File: config.mk
export PLATFORM = sky130hd
export DESIGN_NAME = md6_pad_scanner
export DESIGN_NICKNAME = d
export VERILOG_FILES = /design/src/rtl/md6_pad_scanner.sv
export SDC_FILE = /design/constraint.sdc
export NUM_CORES = 1
export LEC_CHECK = 0
export CAP_MARGIN = 25
export CORE_ASPECT_RATIO = 1.75
export CORE_MARGIN = 2
export CORE_UTILIZATION = 56
export DETAILED_ROUTE_END_ITERATION = 16
export PLACE_DENSITY = 0.77
export SETUP_SLACK_MARGIN = 0.15
export SKIP_CTS_REPAIR_TIMING = 1
export SYNTH_ARGS = -nofsm -noshare
export SYNTH_HDL_FRONTEND = slang
export SYNTH_SLANG_ARGS = --single-unit
File: constraint.sdc
create_clock -name clk_sys -period 2.3 [get_ports clk_sys]
set_input_delay 0.345 -clock clk_sys [delete_from_list [all_inputs] [get_ports clk_sys]]
set_output_delay 0.345 -clock clk_sys [all_outputs]
set_load 0.02 [all_outputs]
File: src/rtl/md6_pad_scanner.sv
// -----------------------------------------------------------------------------
// md6_pad_scanner
//
// Reads a Sega Mega Drive 3/6-button pad on the DB9 port. The pad select line
// (pin 7) is toggled through the standard 8-phase sequence, the six input
// lines are sampled at the end of selected phases into shadow registers, and
// the complete button word is committed only after the last phase, so a
// partially scanned word is never visible. Between scans the select line is
// held high for IDLE_STEPS phase periods so the 6-button pad's internal edge
// counter times out and restarts cleanly on the next scan.
//
// Parameters:
//   STEP_DIV    clk_sys cycles per select phase (8..65535)
//   IDLE_STEPS  phase periods held idle (select high) between scans
//
// Ports:
//   clk_sys      in   1   system clock
//   reset_n      in   1   asynchronous active-low reset
//   joy_i        in   6   raw DB9 lines {p9,p6,U,D,L,R}, negative logic, async
//   db9_select   out  1   pad select line (pin 7), registered
//   joy_o        out  12  {M,X,Y,Z,S,A,C,B,R,L,D,U}, negative logic (0=pressed)
//   six_btn      out  1   last scan detected a 6-button pad
//   pad_present  out  1   last scan detected a Mega Drive pad
//   scan_done    out  1   one-cycle pulse when joy_o/six_btn/pad_present update
// -----------------------------------------------------------------------------
module md6_pad_scanner #(
    parameter int unsigned STEP_DIV   = 480,
    parameter int unsigned IDLE_STEPS = 200
) (
    input  logic        clk_sys,
    input  logic        reset_n,
    input  logic [5:0]  joy_i,
    output logic        db9_select,
    output logic [11:0] joy_o,
    output logic        six_btn,
    output logic        pad_present,
    output logic        scan_done
);

    localparam int unsigned DIV_W  = $clog2(STEP_DIV);
    localparam int unsigned IDLE_W = (IDLE_STEPS > 1) ? $clog2(IDLE_STEPS) : 1;

    localparam logic [DIV_W-1:0]  DIV_LAST  = DIV_W'(STEP_DIV - 1);
    localparam logic [IDLE_W-1:0] IDLE_LAST = IDLE_W'(IDLE_STEPS - 1);
    localparam logic [2:0]        PHASE_LAST = 3'd7;

    typedef enum logic {
        ST_IDLE,
        ST_SCAN
    } state_t;

    // -------------------------------------------------------------------------
    // Input synchronizer. Reset to all-ones, the level of released/unplugged
    // lines, so nothing looks pressed straight out of reset.
    // -------------------------------------------------------------------------
    logic [5:0] sync_q1;
    logic [5:0] joy_s;

    // NOTE: sequential state uses non-blocking assignments so every flop
    // samples the pre-edge value of its neighbours, as hardware does.
    always_ff @(posedge clk_sys or negedge reset_n) begin
        if (!reset_n) begin
            sync_q1 <= 6'h3F;
            joy_s   <= 6'h3F;
        end else begin
            sync_q1 <= joy_i;
            joy_s   <= sync_q1;
        end
    end

    // -------------------------------------------------------------------------
    // Step timer: free-running 0..STEP_DIV-1. Its last count closes a phase
    // and is the only cycle on which the pad lines are sampled, which leaves
    // the pad almost a whole phase to settle after each select edge.
    // -------------------------------------------------------------------------
    logic [DIV_W-1:0] div_q;
    logic             step_end;

    assign step_end = (div_q == DIV_LAST);

    always_ff @(posedge clk_sys or negedge reset_n) begin
        if (!reset_n) begin
            div_q <= '0;
        end else if (step_end) begin
            div_q <= '0;
        end else begin
            div_q <= div_q + DIV_W'(1);
        end
    end

    // -------------------------------------------------------------------------
    // Scan FSM
    // -------------------------------------------------------------------------
    state_t            state_q,  state_d;
    logic [2:0]        phase_q,  phase_d;
    logic [IDLE_W-1:0] idle_q,   idle_d;
    logic              sel_q,    sel_d;
    logic              commit;
    logic              sample;

    always_ff @(posedge clk_sys or negedge reset_n) begin
        if (!reset_n) begin
            state_q <= ST_IDLE;
            phase_q <= '0;
            idle_q  <= '0;
            sel_q   <= 1'b1;
        end else begin
            state_q <= state_d;
            phase_q <= phase_d;
            idle_q  <= idle_d;
            sel_q   <= sel_d;
        end
    end

    always_comb begin
        // NOTE: every output of this block gets a default first, so no path
        // through the case leaves a variable unassigned and no latch appears.
        state_d = state_q;
        phase_d = phase_q;
        idle_d  = idle_q;
        commit  = 1'b0;

        case (state_q)
            ST_IDLE: begin
                if (step_end) begin
                    if (idle_q == IDLE_LAST) begin
                        state_d = ST_SCAN;
                        phase_d = '0;
                        idle_d  = '0;
                    end else begin
                        idle_d = idle_q + IDLE_W'(1);
                    end
                end
            end
            ST_SCAN: begin
                if (step_end) begin
                    if (phase_q == PHASE_LAST) begin
                        // Commit and IDLE entry share this cycle.
                        state_d = ST_IDLE;
                        phase_d = '0;
                        commit  = 1'b1;
                    end else begin
                        phase_d = phase_q + 3'd1;
                    end
                end
            end
            default: begin
                state_d = ST_IDLE;
                phase_d = '0;
                idle_d  = '0;
            end
        endcase

        // Select is registered from the next state so pin 7 never glitches;
        // even phases drive it high, odd phases low.
        sel_d = (state_d == ST_IDLE) ? 1'b1 : ~phase_d[0];
    end

    assign sample     = (state_q == ST_SCAN) && step_end;
    assign db9_select = sel_q;

    // -------------------------------------------------------------------------
    // Shadow registers, filled phase by phase.
    //   p0 (high): C,B on p9/p6 and U,D,L,R
    //   p1 (low) : S,A on p9/p6; L and R read low on any Mega Drive pad
    //   p5 (low) : a 6-button pad drives U,D,L,R all low here
    //   p6 (high): a 6-button pad returns Z,Y,X,M on the direction lines
    // -------------------------------------------------------------------------
    logic [11:0] shadow_q;
    logic        pad_ok_q;
    logic        is6_q;

    always_ff @(posedge clk_sys or negedge reset_n) begin
        if (!reset_n) begin
            shadow_q <= 12'hFFF;
            pad_ok_q <= 1'b0;
            is6_q    <= 1'b0;
        end else if (sample) begin
            case (phase_q)
                3'd0: shadow_q[5:0]  <= {joy_s[5], joy_s[4], joy_s[0],
                                         joy_s[1], joy_s[2], joy_s[3]};
                3'd1: begin
                    shadow_q[7:6] <= {joy_s[5], joy_s[4]};
                    pad_ok_q      <= (joy_s[1:0] == 2'b00);
                end
                3'd5: is6_q <= (joy_s[3:0] == 4'b0000);
                3'd6: begin
                    if (is6_q) begin
                        shadow_q[11:8] <= {joy_s[0], joy_s[1],
                                           joy_s[2], joy_s[3]};
                    end
                end
                default: ;
            endcase
        end
    end

    // -------------------------------------------------------------------------
    // Commit. A 3-button pad reports X/Y/Z/M released; no pad reports
    // everything released.
    // -------------------------------------------------------------------------
    logic [11:0] commit_word;

    always_comb begin
        commit_word = 12'hFFF;
        if (pad_ok_q) begin
            commit_word = is6_q ? shadow_q : {4'hF, shadow_q[7:0]};
        end
    end

    always_ff @(posedge clk_sys or negedge reset_n) begin
        if (!reset_n) begin
            joy_o       <= 12'hFFF;
            six_btn     <= 1'b0;
            pad_present <= 1'b0;
            scan_done   <= 1'b0;
        end else begin
            scan_done <= commit;
            if (commit) begin
                joy_o       <= commit_word;
                pad_present <= pad_ok_q;
                six_btn     <= is6_q & pad_ok_q;
            end
        end
    end

endmodule

==> out/metrics.cfg <==
[run_status]
status = completed

[yosys]
synthCells = 222
ys_warn_count = 0
synth_flop_cell = dfstp_2
yosysTopAreaCellShare_pct = 36.4
ys_ff_latch = 63
synth_cell_type_count = 41
async_flop_share_pct = 100
syn_area_sq_um = 2670
synth.net_count = 237
synth.largest_area_cell = dfstp_2
ys_seq_area_share_pct = 60.7
synth_edf_count = 0
synthTopCellsByArea = dfstp_2 (36%), dfrtp_1 (24%), mux2_2 (4.6%), ha_1 (3.3%), nor2_1 (3.1%)
syn_avg_cell_area_sq_um = 12.0

[cts]
clk_pin_slew_ns = 0.07
clock_path_buffers = 2
htreeDepth = 3
cts_tree = yes
cts_made_buffers = 9
cts_root_buf = clkbuf_8
clk_latency_ns = 0.33
cts.sinks = 63

[final_layout]
area_growth_pct = 18.4
final_nets = 264
antennaDiodeCount = 0
layout-drive-gt1-share_pct = 30.3
finalNonFillerCells = 306

[sta]
slew_viol_final = 0
timing.setup.tns_ns = 0
hold-worst-slack_ns = 0.00947
slew_headroom_pct = 61.5
finalHoldViolCount = 0
fin_skew_ns = 0.00541
worst_pin_slew_ns = 0.577
period_share_pct = 84.5
period_minus_slack_ns = 1.94
fmax_mhz = 515
rsz0062_at_grt = no
setup_viol = 0

[setup_path]
arrival_ns = 2.16
path_class = reg -> reg
cp.required_ns = 2.51
cp-end-kind = flop
rr_worst_depth = 6
start_kind = flop
critPathMaxFanout = 7

[drt]
drt-total-wl_microns = 4370
route.detailed.drc = 0
postRouteAntennaNets = 0
dr.pass1.iters = 4
drt_iter0_drc = 26
num_vias = 1702
post_drt_via_cell_ratio = 5.56
wl_per_cell_microns = 14.3

[placement]
dpl.cell_count = 290
dp_hpwl_microns = 3160
io_buffers = 23
gp_congestion = 0.765

[floorplanning]
fp.dieW_microns = 56.2
die_y_microns = 95.4
dieArea_sq_um = 5370
start_util_pct = 57.8
ioPinCount = 24
core_area_sq_um = 4620
num_rows = 33

[grt]
grt_max_degree = 38
grt_overflow_total = 0
antenna_found_initial = 0
grt.total_usage_pct = 18.7
grt_pass1_vias = 1724
grt_pass1_wl_microns = 7550

[pwr]
power.density_nw_per_um2 = 662
peakVddDrop_v = 0.000475
p_leak_nw = 1.40

[worst_hold_path]
hp-class = in -> async

[flow_run]
maxCapViolations = 0

==> layout by cell type, fill, tap and decap left out, types with 10 or more instances in the layout <==
| master | Yosys | layout |
|---|---|---|
| dfstp_2 | 37 | 37 |
| dfrtp_1 | 26 | 26 |
| clkbuf_8 | 0 | 10 |
| inv_1 | 12 | 12 |
| mux2_2 | 11 | 11 |
| nor2_1 | 22 | 22 |
| nand2_1 | 12 | 12 |
| clkdlybuf4s50_1 | 0 | 22 |
| a31oi_1 | 10 | 10 |
| o21ai_0 | 10 | 10 |
==> layout make-up <==
cell class,count,area [sq um]
fillers,345,1460
well taps,52,65.1
multi-input cells,135,950
clock inverters,6,57.6
flip-flops and latches,63,1620
repair buffers,28,288
clock buffers,10,138
inverters,12,45.0
==> flip-flops by register name, indices dropped and copies added, names as in the netlist <==
name	flops
six_btn	1
joy_o	12
pad_present	1
state_q	1
scan_done	1
sync_q1	6
shadow_q	12
phase_q	3
pad_ok_q	1
div_q	9
db9_select	1
idle_q	8
is6_q	1
joy_s	6
==> worst paths after layout <==
path	from	endpoint	slack, ns
worst max-delay path	div_q[0]	pad_ok_q	0.36
worst min-delay path	reset_n	idle_q[4]	0.009
worst max register to register	div_q[0]	pad_ok_q	0.36
worst min register to register	sync_q1[1]	joy_s[1]	0.35
max in group asynchronous	reset_n	sync_q1[1]	1.63
min in group clk_sys	sync_q1[1]	joy_s[1]	0.35
==> through the flow <==
stage	instance area [sq um]	util [%]	power [mW]	setup slack, ns
2_1_floorplan	2670	-	1.15	0.409
3_3_place_gp	2970	64.2	1.19	0.442
3_5_place_dp	2970	64.2	1.19	0.372
4_1_cts	3170	68.5	2.13	0.358
5_1_grt	3170	68.5	2.18	0.268
6_report	3170	68.5	2.10	0.357
==> cell usage after synthesis, types with 3 or more instances <==
master,n
a21o_1,3
a21oi_1,8
a31oi_1,10
and3_1,5
buf_2,5
clkbuf_1,5
dfrtp_1,26
dfstp_2,37
ha_1,7
inv_1,12
mux2_2,11
mux2_4,3
nand2_1,12
nand3_1,9
nand4_1,3
nor2_1,22
nor4_1,3
o21ai_0,10
xnor2_1,3
xor2_1,3
==> power breakdown <==
part	internal, mW	switching [mW]
Sequential	1.13	0.00652
Combinational	0.0135	0.0221
Clock	0.525	0.400
==> worst max-delay path, stage by stage (launching register included) <==
cell and delay (ns):
dfrtp_1 0.39, ha_1 0.18, nand4_1 0.11, nor4b_2 0.34, buf_4 0.22, and4b_4 0.28
mux2_4 0.31
==> logic make-up (layout without fill, tap and decap cells) <==
kind of cell,count (synthesis),after routing,synth area share (%)
XOR/XNOR,6,6,1.97
buffers and inverters,24,56,4.02
adder cells (fa/ha/maj),7,7,3.28
multiplexers,16,16,7.11
AND/OR/NAND/NOR,72,72,15.3
AO/OA/AOI/OAI,34,34,7.63
flip-flops,63,63,60.7
==> per-layer routing <==
layer / up-vias / routed length, microns / GRT usage [%]
li1: 825 / - / -
met1: 838 / 1710 / 20.3
met4: 0 / 47 / 10.5
met2: 35 / 2460 / 32.7
met5: - / 0 / 0
met3: 4 / 154 / 4.88
(Power assumes the default switching activity.)
